## src/rtl/neck_detect_pipe_pkg.sv

```systemverilog
// Shared types, constants and saturation helper for the necking detector.
package neck_detect_pipe_pkg;

  typedef enum logic [1:0] {
    ARMED   = 2'd0,
    CUT     = 2'd1,
    HOLDOFF = 2'd2
  } state_t;

  localparam int          DEF_TH_D1          = 40;
  localparam int          DEF_TH_DN          = 5;
  localparam int unsigned DEF_N_CONFIRM      = 3;
  localparam int unsigned DEF_OFF_CYCLES     = 20000;
  localparam int unsigned DEF_HOLDOFF_CYCLES = 50000;

  localparam int unsigned SAT_W = 32;

  // Clamp a full-precision signed value into the signed range of a w-bit word.
  function automatic logic signed [SAT_W-1:0] sat_to_w(input logic signed [SAT_W-1:0] x,
                                                       input int unsigned w);
    logic signed [SAT_W-1:0] hi;
    logic signed [SAT_W-1:0] lo;
    hi = $signed((SAT_W'(1) << (w - 1)) - SAT_W'(1));
    lo = ~hi;
    if (x > hi) return hi;
    else if (x < lo) return lo;
    else return x;
  endfunction

endpackage

```

## src/rtl/neck_detect_pipe_dif_chain.sv

```systemverilog
// Decimator, sample history and saturating difference stages with warm-up gating.
module neck_detect_pipe_dif_chain
  import neck_detect_pipe_pkg::*;
#(
  parameter int unsigned DATA_W     = 13,
  parameter int unsigned DIF_ORDER  = 3,
  parameter int unsigned SAMPLE_DIV = 10
) (
  input  logic              clk,
  input  logic              rst,
  input  logic              in_valid,
  input  logic [DATA_W-1:0] in_data,
  output logic              dif_valid,
  output logic [DATA_W-1:0] dif_d1,
  output logic [DATA_W-1:0] dif_dn
);

  localparam int          K      = int'(DIF_ORDER);
  localparam int unsigned DIV_W  = (SAMPLE_DIV > 1) ? $clog2(SAMPLE_DIV) : 1;
  localparam int unsigned WARM_W = $clog2(DIF_ORDER + 1);

  logic [DIV_W-1:0]         div_cnt;
  logic [WARM_W-1:0]        warm_cnt;
  logic signed [DATA_W-1:0] hist [K];
  logic signed [DATA_W-1:0] lvl  [K+1][K+1];
  logic                     accept_c;

  assign accept_c = in_valid && (div_cnt == DIV_W'(SAMPLE_DIV - 1));

  // lvl[j][i]: j-th difference ending at sample i (i=0 is the incoming sample).
  always_comb begin
    for (int j = 0; j <= K; j++) begin
      for (int i = 0; i <= K; i++) lvl[j][i] = '0;
    end
    lvl[0][0] = $signed(in_data);
    for (int i = 1; i <= K; i++) lvl[0][i] = hist[i-1];
    for (int j = 1; j <= K; j++) begin
      for (int i = 0; i + j <= K; i++) begin
        lvl[j][i] = DATA_W'(sat_to_w(SAT_W'(lvl[j-1][i]) - SAT_W'(lvl[j-1][i+1]), DATA_W));
      end
    end
  end

  always_ff @(posedge clk or posedge rst) begin
    if (rst) begin
      div_cnt   <= '0;
      warm_cnt  <= '0;
      dif_valid <= 1'b0;
      dif_d1    <= '0;
      dif_dn    <= '0;
      for (int i = 0; i < K; i++) hist[i] <= '0;
    end else begin
      dif_valid <= accept_c && (warm_cnt == WARM_W'(K));
      if (in_valid) div_cnt <= accept_c ? '0 : div_cnt + DIV_W'(1);
      if (accept_c) begin
        hist[0] <= $signed(in_data);
        for (int i = 1; i < K; i++) hist[i] <= hist[i-1];
        dif_d1 <= lvl[1][0];
        dif_dn <= lvl[K][0];
        if (warm_cnt != WARM_W'(K)) warm_cnt <= warm_cnt + WARM_W'(1);
      end
    end
  end

endmodule

```

## src/rtl/neck_detect_pipe.sv

```systemverilog
// Necking detector: difference chain, N-sample confirmation and power cut / hold-off timing.
module neck_detect_pipe
  import neck_detect_pipe_pkg::*;
#(
  parameter int unsigned DATA_W         = 13,
  parameter int unsigned DIF_ORDER      = 3,
  parameter int unsigned SAMPLE_DIV     = 10,
  parameter int          TH_D1          = DEF_TH_D1,
  parameter int          TH_DN          = DEF_TH_DN,
  parameter int unsigned N_CONFIRM      = DEF_N_CONFIRM,
  parameter int unsigned OFF_CYCLES     = DEF_OFF_CYCLES,
  parameter int unsigned HOLDOFF_CYCLES = DEF_HOLDOFF_CYCLES
) (
  input  logic              clk,
  input  logic              rst,
  input  logic              in_valid,
  input  logic [DATA_W-1:0] in_data,
  input  logic              ctrl_switch,
  output logic              dif_valid,
  output logic [DATA_W-1:0] dif_d1,
  output logic [DATA_W-1:0] dif_dn,
  output logic              neck_pulse,
  output logic              power_switch,
  output logic              busy
);

  localparam int unsigned CNT_W   = $clog2(N_CONFIRM + 1);
  localparam int unsigned TMR_MAX = (OFF_CYCLES > HOLDOFF_CYCLES) ? OFF_CYCLES : HOLDOFF_CYCLES;
  localparam int unsigned TMR_W   = (TMR_MAX > 1) ? $clog2(TMR_MAX) : 1;
  localparam logic signed [DATA_W-1:0] TH_D1_W = DATA_W'(TH_D1);
  localparam logic signed [DATA_W-1:0] TH_DN_W = DATA_W'(TH_DN);

  state_t           state, state_next;
  logic [CNT_W-1:0] cnt, cnt_next;
  logic [TMR_W-1:0] tmr, tmr_next;
  logic             pulse_next, power_next, busy_next;
  logic             qualify_c;

  neck_detect_pipe_dif_chain #(
    .DATA_W     (DATA_W),
    .DIF_ORDER  (DIF_ORDER),
    .SAMPLE_DIV (SAMPLE_DIV)
  ) u_dif_chain (
    .clk       (clk),
    .rst       (rst),
    .in_valid  (in_valid),
    .in_data   (in_data),
    .dif_valid (dif_valid),
    .dif_d1    (dif_d1),
    .dif_dn    (dif_dn)
  );

  assign qualify_c = ($signed(dif_d1) >= TH_D1_W) &&
                     ((DIF_ORDER == 1) || ($signed(dif_dn) >= TH_DN_W));

  always_ff @(posedge clk or posedge rst) begin
    if (rst) begin
      state        <= ARMED;
      cnt          <= '0;
      tmr          <= '0;
      neck_pulse   <= 1'b0;
      power_switch <= 1'b1;
      busy         <= 1'b0;
    end else begin
      state        <= state_next;
      cnt          <= cnt_next;
      tmr          <= tmr_next;
      neck_pulse   <= pulse_next;
      power_switch <= power_next;
      busy         <= busy_next;
    end
  end

  // Manual override (ctrl_switch=0) dominates every state.
  always_comb begin
    state_next = state;
    cnt_next   = cnt;
    tmr_next   = tmr;
    pulse_next = 1'b0;
    power_next = power_switch;
    busy_next  = busy;
    if (!ctrl_switch) begin
      state_next = ARMED;
      cnt_next   = '0;
      tmr_next   = '0;
      power_next = 1'b1;
      busy_next  = 1'b0;
    end else begin
      unique case (state)
        ARMED: begin
          if (dif_valid) begin
            if (qualify_c) cnt_next = (cnt == CNT_W'(N_CONFIRM)) ? cnt : cnt + CNT_W'(1);
            else           cnt_next = '0;
          end
          if (cnt_next == CNT_W'(N_CONFIRM)) begin
            state_next = CUT;
            cnt_next   = '0;
            tmr_next   = '0;
            pulse_next = 1'b1;
            power_next = 1'b0;
            busy_next  = 1'b1;
          end
        end
        CUT: begin
          cnt_next = '0;
          if (tmr == TMR_W'(OFF_CYCLES - 1)) begin
            tmr_next   = '0;
            power_next = 1'b1;
            state_next = HOLDOFF;
          end else begin
            tmr_next = tmr + TMR_W'(1);
          end
        end
        HOLDOFF: begin
          cnt_next = '0;
          if (tmr == TMR_W'(HOLDOFF_CYCLES - 1)) begin
            tmr_next   = '0;
            busy_next  = 1'b0;
            state_next = ARMED;
          end else begin
            tmr_next = tmr + TMR_W'(1);
          end
        end
        default: state_next = ARMED;
      endcase
    end
  end

endmodule

```

## config.mk

```make
export PLATFORM = sky130hd
export DESIGN_NAME = neck_detect_pipe
export DESIGN_NICKNAME = d
export VERILOG_FILES = /design/src/rtl/neck_detect_pipe_pkg.sv /design/src/rtl/neck_detect_pipe_dif_chain.sv /design/src/rtl/neck_detect_pipe.sv
export SDC_FILE = /design/constraint.sdc
export NUM_CORES = 1
export LEC_CHECK = 0
export BUFFER_PORTS_ARGS = -buffer_cell sky130_fd_sc_hd__buf_2
export CAP_MARGIN = 20
export CORE_MARGIN = 4
export CORE_UTILIZATION = 60
export CTS_BUF_LIST = sky130_fd_sc_hd__clkbuf_16
export DETAILED_ROUTE_END_ITERATION = 10
export PLACE_DENSITY = 0.78
export SETUP_SLACK_MARGIN = 0.3
export SLEW_MARGIN = 40
export SYNTH_ARGS = -nofsm -noshare
export SYNTH_HDL_FRONTEND = slang
export SYNTH_SLANG_ARGS = --single-unit
export TNS_END_PERCENT = 30
```

## constraint.sdc

```tcl
create_clock -name clk -period 20.1 [get_ports clk]
set_input_delay 1.005 -clock clk [delete_from_list [all_inputs] [get_ports clk]]
set_output_delay 1.005 -clock clk [all_outputs]
set_load 0.01 [all_outputs]
```

# Yosys cells after proc, flatten, opt, wreduce, memory -nomap -nowiden
# Index checks and enable logic that the tools add are counted.
# op_classes
n_shift	0
n_div	0
n_reduce_logical	10
order_cmp	14
mul	0
n_eq_ne	16
n_addsub	10
n_bitwise	0
mux	42
# op_table
op	count
2-to-1 mux 13 bit	12
greater-than comparator 14 x 13 -> 1 bit, second input constant	6
less-than comparator 14 x 13 -> 1 bit, second input constant	6
subtractor 13 x 13 -> 14 bit	6
2-to-1 mux 16 bit	4
one-hot mux 16 bit (3 select lines)	1
2-to-1 mux 2 bit	11
adder 16 x 1 -> 16 bit, second input constant	1
equality test 16 x 15 -> 1 bit, second input constant	1
equality test 16 bit, second input constant	1
>= comparator 13 x 4 -> 1 bit, second input constant	1
>= comparator 13 x 7 -> 1 bit, second input constant	1
2-to-1 mux 1 bit	9
!= test 3 bit, second input constant	3
AND reduction 3 bit	3
equality test 2 bit, second input constant	4
!= test 3 x 1 -> 1 bit, second input constant	2
one-hot mux 2 bit (3 select lines)	1
adder 2 x 1 -> 2 bit, second input constant	2
adder 4 x 1 -> 4 bit, second input constant	1
equality test 4 bit, second input constant	1
2-to-1 mux 4 bit	1
!= test 4 x 1 -> 1 bit, second input constant	1
one-hot mux 1 bit (2 select lines)	2
other kinds (8)	11
# word_totals
out_inout_bits	30
inputBits	17
rom_bits	0
regBits	95
latchBits	0
memories	0
ramBits	0

# Longest topological paths before layout
# Gate-level depths: netlist (run 1).
# depth
ltp_word	12
mapped_depth	41
depth_no_buf	38

# By module
# A second synthesis (run 1) with hierarchy kept.
# hier_totals
hier_cells	1086
area_unflattened_um2	9106.2
# by_module_without_submodules
module	instances	area_per_inst_um2	cells_per_inst
neck_detect_pipe_dif_chain	1	7524.7	912
neck_detect_pipe	1	1581.5	174

# Worst setup path after synthesis (run 1)
# No wires, ideal clock.
# synth_path
path_type	input port to flip-flop
start	input port in_data[0]
end	register u_dif_chain.dif_dn[10]
n_path_buf	3
setup_ps	133
arrival_ps	7943
path_slack_ps	12024
path_stages	39
cell_sequence	inv_1 -> ha_1 -> inv_1 -> fa_1 -> nand3_1 -> and2_1 -> o21a_1 -> o31ai_1 -> a31oi_2 -> buf_2 -> a21oi_1 -> ha_1 -> inv_1 -> fa_1 -> inv_1 -> nand2_1 -> maj3_2 -> o2111ai_2 -> (+3 left out) -> buf_6 -> a21o_1 -> ha_1 -> inv_1 -> fa_1 -> a21o_1 -> a21oi_1 -> o21ai_0 -> a21oi_1 -> o21ai_0 -> a21oi_1 -> o21bai_1 -> a2111oi_0 -> nor3_1 -> xnor2_1 -> clkbuf_1 -> maj3_1 -> o21ai_0
# synth_via
elab_chain_cells	12
# synth_rtl
element	line	rtl
from (decl)	neck_detect_pipe.sv:17	input logic [DATA_W-1:0] in_data,
subtractor 13 x 13 -> 14 bit *	neck_detect_pipe_dif_chain.sv:39	lvl[j][i] = DATA_W'(sat_to_w(SAT_W'(lvl[j-1][i]) - SAT_W'(lvl[j-1][i+1]), DATA_W));
less-than comparator 14 x 13 -> 1 bit	neck_detect_pipe_pkg.sv:26	else if (x < lo) return lo;
2-to-1 mux 13 bit	neck_detect_pipe_pkg.sv:26	
2-to-1 mux 13 bit *	neck_detect_pipe_pkg.sv:25	if (x > hi) return hi;
subtractor 13 x 13 -> 14 bit *	neck_detect_pipe_dif_chain.sv:39	
less-than comparator 14 x 13 -> 1 bit	neck_detect_pipe_pkg.sv:26	
2-to-1 mux 13 bit	neck_detect_pipe_pkg.sv:26	
2-to-1 mux 13 bit *	neck_detect_pipe_pkg.sv:25	
subtractor 13 x 13 -> 14 bit *	neck_detect_pipe_dif_chain.sv:39	
less-than comparator 14 x 13 -> 1 bit	neck_detect_pipe_pkg.sv:26	
2-to-1 mux 13 bit	neck_detect_pipe_pkg.sv:26	
2-to-1 mux 13 bit *	neck_detect_pipe_pkg.sv:25	
to (signal assigned)	neck_detect_pipe_dif_chain.sv:59	dif_dn <= lvl[K][0];
to (decl)	neck_detect_pipe_dif_chain.sv:15	output logic [DATA_W-1:0] dif_dn
# Every way passes the cells marked *; elsewhere a longest branch is shown, timed or not.
# A chain may end at the register's enable or synchronous reset.

# Worst setup path in the final report (run 1)
# layout_path
start	input port in_data[0]
end	register u_dif_chain.dif_dn[0]
# Same word-level chain as after synthesis.

==> flow_summary.toml, run 1 <==
[clock_network]
hold_buffers = 0
cts-root-buf = "clkbuf_16"
clock_path_buffers = 2
htreeDepth = 3
clkLatencyLatePin_ps = 360
cts_made_buffers = 9
post_cts_buffers = 0
path_clk_slew_ps = 60
cts_tree = "yes"
postCtsResizedCells = 0
cts.sinks = 95

[timing]
layout_min_cycle_time_ps = 8620
rsz0062_at_grt = "false"
worst_pin_slew_ps = 718
finClkSkew_ps = 14.4
finalSetupTns_ps = 0
max_freq_mhz = 116
drv_slew = 0
whs_ps = 487
finalCritPeriodShare = 0.429
worst_slack_ps = 11480
relSlewSlack = 0.517
setup_violations = 0
finalHoldViolations = 0

[drt]
drc_errors = 0
routed_wl_mm = 21.1
dr.pass1.iters = 5
detail-route-antenna-nets = 0
drt-wirelength-per-cell_microns = 16.3
post_drt_via_cell_ratio = 5.98
drtIter0Drc = 434
num_vias = 7734

[setup_path]
setup.worst_path.start_class = "input port"
cp.arrival_ps = 8840
cp_common_cell = "inv_1"
cp.required_ps = 20320
end_kind = "flip-flop"
critPathKind = "in -> reg"
cp_slowest_stage_delay_ps = 490
critPathSlowestCell = "o31ai_1"
worstPathMaxFanout = 14

[synthesis]
synth-warning-count = 0
syn_area_per_cell_sq_um = 8.34
synth_most_common_cell = "nand2_1"
syn-num-nets = 1180
yosysTopAreaCellShare = 0.262
synth_top_cells_by_area = "dfrtp_1 26%, ha_1 11%, o21ai_0 6.1%"
ys_ff_latch = 95
synthTopCellsByCount = "132 x nand2_1, 110 x o21ai_0, 94 x dfrtp_1, 94 x inv_1, 80 x ha_1"
synth_edf_count = 0
async_flop_share = 1.00
syn-cell-area_sq_um = 8980
synthCells = 1077
yosys.area.top_type = "dfrtp_1"
ys_seq_area_frac = 0.265
synthFlopType = "dfrtp_1"
synth_cell_types = 100

[worst_hold_path]
hold_path_class = "reg -> reg"

[die]
die-area_sq_um = 17000
core-area_sq_um = 14600
ios = 47
die-height_microns = 130
initial_core_util = 0.616
row_count = 44
chipWidth_microns = 130

[place]
preCtsSetupSlack_ps = 11170
io_buffers = 46
gp_congestion = 0.959
dp_cells = 1279
dpl.hpwl_mm = 16.7

[global_routing]
busiest_layer = "met2"
grt-ovfl-total = 0
grt_util_met3 = 0.0409
grt_pass1_vias = 7169
grt_pass1_wl_mm = 35.1
grt_use_met1 = 0.357
antenna_found_initial = 0
grt_start_max_net_pins = 81
met2_usage = 0.421
grt_usage = 0.257

[cells_and_area]
fillCellCount = 1268
multi_input_area_sq_um = 6090
nets = 1209
drive_above_1_share = 0.115
area_growth_pct = 7.08
instances_no_fill = 1294
antenna_cells = 0
seqCellArea_sq_um = 2380

[outcome]
status = "completed"

[flow_run]
drv_cap = 0
routing by layer:
metal  vias up  share of wire
li1       3903              -
met1      3611           0.46
met2       200           0.46
met3        20          0.060
met4         0          0.017
met5         -              0
registers in the layout, indices dropped and copies added, names as in the netlist:
register	cells
busy	1
cnt	2
neck_pulse	1
power_switch	1
state	2
tmr	16
u_dif_chain.dif_d1	13
u_dif_chain.dif_dn	13
u_dif_chain.dif_valid	1
u_dif_chain.div_cnt	4
u_dif_chain.hist	39
u_dif_chain.warm_cnt	2
stage by stage:
| stage | utilization | cell area, sq um |
|---|---|---|
| CTS | 0.659 | 9620 |
| global route | 0.659 | 9620 |
| finish | 0.659 | 9620 |
| floorplan | - | 8980 |
| detailed placement | 0.640 | 9330 |
| global placement | 0.639 | 9320 |
cell families after synthesis:
| logic type | Yosys count | share of synthesized area |
|---|---|---|
| AOI/OAI and AO/OA | 351 | 0.274 |
| and+or+nand+nor | 317 | 0.169 |
| buffers and inverters | 128 | 0.0581 |
| adders and majority gates | 113 | 0.156 |
| DFF | 95 | 0.265 |
| xor gates and xnor gates | 62 | 0.0630 |
| muxes | 11 | 0.0152 |
layout by cell type (no fill, tap or decap), types with 6 or more instances in the layout:
cell         n
nand2_1    132
o21ai_0    110
dfrtp_1     94
inv_1       93
ha_1        80
a21oi_1     69
nor2_1      58
buf_2       46
xnor2_1     37
a21o_1      34
nand3_1     25
maj3_1      22
xor2_1      21
o21a_1      16
nor3_1      14
nand2b_1    13
o31ai_1     11
o21ai_1     11
nor2b_1     10
or3_1       10
and3_1      10
clkbuf_16    9
nand4_1      8
and2_1       8
mux2_2       7
a21boi_0     7
a211o_1      6
fa_1         6
final cells by class:
cell class	count	share of cell area
clock buffer	9	0.0234
tap	184	0.0239
inverter	95	0.0379
sequential	95	0.247
clock inverter	6	0.00637
timing repair buffer	51	0.0278
multi-input combinational	854	0.633
critical path, delay by kind of cell:
family	cells	cell delay (ps)
buf+inv	6	430
compound gates	17	3860
xor+xnor	1	460
fa+ha+maj	8	2160
simple gates	5	890
final timing paths:
check	startpoint	to	slack [ps]	cells after the start
min	busy$_DFFE_PP0P_	busy$_DFFE_PP0P_	490	1
max	in_data[0]	u_dif_chain.dif_dn[0]$_DFFE_PP0P_	11480	37
max reg2reg	u_dif_chain.hist[26]$_DFFE_PP0P_	u_dif_chain.dif_dn[0]$_DFFE_PP0P_	11510	37
min reg2reg	busy$_DFFE_PP0P_	busy$_DFFE_PP0P_	490	1
min in group asynchronous	rst	tmr[0]$_DFFE_PP0P_	670	2
max in group asynchronous	rst	u_dif_chain.hist[28]$_DFFE_PP0P_	18330	3
Power of run 1 is not shown: default switching activity piles up to over one toggle a cycle in this logic, so the estimate is an artifact.
==> inputs of run 2 (changes only) <==
--- a/config.mk
+++ b/config.mk
@@ -8,7 +8,7 @@
 export BUFFER_PORTS_ARGS = -buffer_cell sky130_fd_sc_hd__buf_2
 export CAP_MARGIN = 20
 export CORE_MARGIN = 4
-export CORE_UTILIZATION = 60
+export CORE_UTILIZATION = 57
 export CTS_BUF_LIST = sky130_fd_sc_hd__clkbuf_16
 export DETAILED_ROUTE_END_ITERATION = 10
 export PLACE_DENSITY = 0.78
==> constraint.sdc (replaced) <==
create_clock -name clk -period 7.4 [get_ports clk]
set_input_delay 0.37 -clock clk [delete_from_list [all_inputs] [get_ports clk]]
set_output_delay 0.37 -clock clk [all_outputs]
set_load 0.01 [all_outputs]
==> run 2 against run 1 <==
Effect of this change:
- sequential share of layout area down 2.5 points
- flip-flop and latch count did not move
- cell count rose by 8.8%
- largest cell class unchanged
- highest routed layer unchanged
- register-to-register slack lost 11000 ps
- critical path depth grew 1
==> flow_summary.toml, run 2 (synthesis gave the netlist of run 1 again) <==
[cells_and_area]
seqCellArea_sq_um = 2380
top_register = "u_dif_chain.hist"
drive_above_1_share = 0.230
multi_input_area_sq_um = 6440
nets = 1295
final_common_cell = "nand2_1"
antenna_cells = 0
fin_util = 0.699
largest_register_ffs = 39
largestRegisters = "u_dif_chain.hist x39, tmr x16"
instances_no_fill = 1408
area_growth_pct = 19.2
fillCellCount = 1197
layout_common_cells = "132 x nand2_1, 92 x dfrtp_1, 90 x inv_1"

[setup_path]
cp_slowest_stage_delay_ps = 410
end_kind = "flip-flop"
cp.required_ps = 7680
worst-r2r-cell-count = 38
critPathSlowestCell = "a211oi_4"
cp_common_cell = "o21ai_1"
critPathKind = "reg -> reg"
worstPathMaxFanout = 6
cp.arrival_ps = 7380
setup.worst_path.start_class = "flip-flop"

[timing]
rsz0062_at_grt = "true"
whs_ps = 56.4
layout_min_cycle_time_ps = 7100
finalSetupTns_ps = 0
max_freq_mhz = 141
finClkSkew_ps = 6.83
drv_slew = 0
worst_pin_slew_ps = 710
finalHoldViolations = 0
relSlewSlack = 0.523
setup_violations = 0
finalCritPeriodShare = 0.960

[clock_network]
cts_tree = "yes"
path_clk_slew_ps = 70
htreeDepth = 3
hold_buffers = 0
cts.sinks = 95
cts-root-buf = "clkbuf_16"
clock_path_buffers = 2
clkLatencyLatePin_ps = 360
cts_made_buffers = 9

[place]
gp_congestion = 0.915
dpl.hpwl_mm = 17.2
dp_cells = 1360
io_buffers = 46

[drt]
post_drt_via_cell_ratio = 5.82
drc_errors = 0
drt-wirelength-per-cell_microns = 16.4
drtIter0Drc = 548
detail-route-antenna-nets = 0
num_vias = 8194
dr.pass1.iters = 6
routed_wl_mm = 23.1

[die]
row_count = 45
die-height_microns = 134
initial_core_util = 0.587
core-area_sq_um = 15300
ios = 47
chipWidth_microns = 134
die-area_sq_um = 17800

[global_routing]
grt_usage = 0.251
grt_start_max_net_pins = 70
grt-ovfl-total = 0
antenna_found_initial = 0
grt_pass1_wl_mm = 36.9
grt_pass1_vias = 7575

[outcome]
status = "completed"

[worst_hold_path]
hold_path_class = "in -> async"

[flow_run]
drv_cap = 0
-- run 2: final timing paths --
kind                                                    from                                 to  slack, ps
min in group clk                                  in_data[7]   u_dif_chain.hist[33]$_DFFE_PP0P_        240
setup reg to reg            u_dif_chain.hist[13]$_DFFE_PP0P_  u_dif_chain.dif_dn[7]$_DFFE_PP0P_        300
hold / removal                                           rst   u_dif_chain.hist[11]$_DFFE_PP0P_         60
hold reg to reg            u_dif_chain.dif_d1[2]$_DFFE_PP0P_  u_dif_chain.dif_d1[2]$_DFFE_PP0P_        490
setup / recovery            u_dif_chain.hist[13]$_DFFE_PP0P_  u_dif_chain.dif_dn[7]$_DFFE_PP0P_        300
max in group asynchronous                                rst  u_dif_chain.dif_dn[1]$_DFFE_PP0P_       6280
-- run 2: per-stage QoR --
stage | instance area, sq um | worst slack (ps)
2_1_floorplan | 9090 | 299
3_3_place_gp | 9850 | -77.0
3_5_place_dp | 9860 | 45.4
4_1_cts | 10400 | 305
5_1_grt | 10700 | -33.8
6_report | 10700 | 296
-- run 2: repair_timing --
action,CTS,global route
resized for setup,29,58
setup endpoints to repair,13,13
setup buffers,15,15
cloned,0,2
pin swaps,36,51
-- run 2: layer usage --
metal	wire length, microns	vias up	global-route usage
met5	0	-	0
met4	730	0	0.0851
met3	976	42	0.0321
met2	10900	213	0.423
met1	10600	3852	0.335
li1	-	4087	-
-- run 2: worst max-delay path: cells and delay by family (launching register included) --
| kind | cells | cell delay [ps] |
|---|---|---|
| AOI/OAI and AO/OA | 19 | 3260 |
| adders and majority gates | 7 | 1950 |
| and+or+nand+nor | 5 | 550 |
| buffers and inverters | 5 | 500 |
| DFF | 1 | 390 |
| xor gates and xnor gates | 2 | 380 |
-- run 2: final cells by class --
cell class	instances	share of cell area
timing repair buffer	137	0.0895
multi-input combinational	854	0.602
clock buffer	9	0.0210
sequential	95	0.222
inverter	95	0.0340
clock inverter	7	0.00689
tap	211	0.0247
Power of run 2 is left out for the same reason.
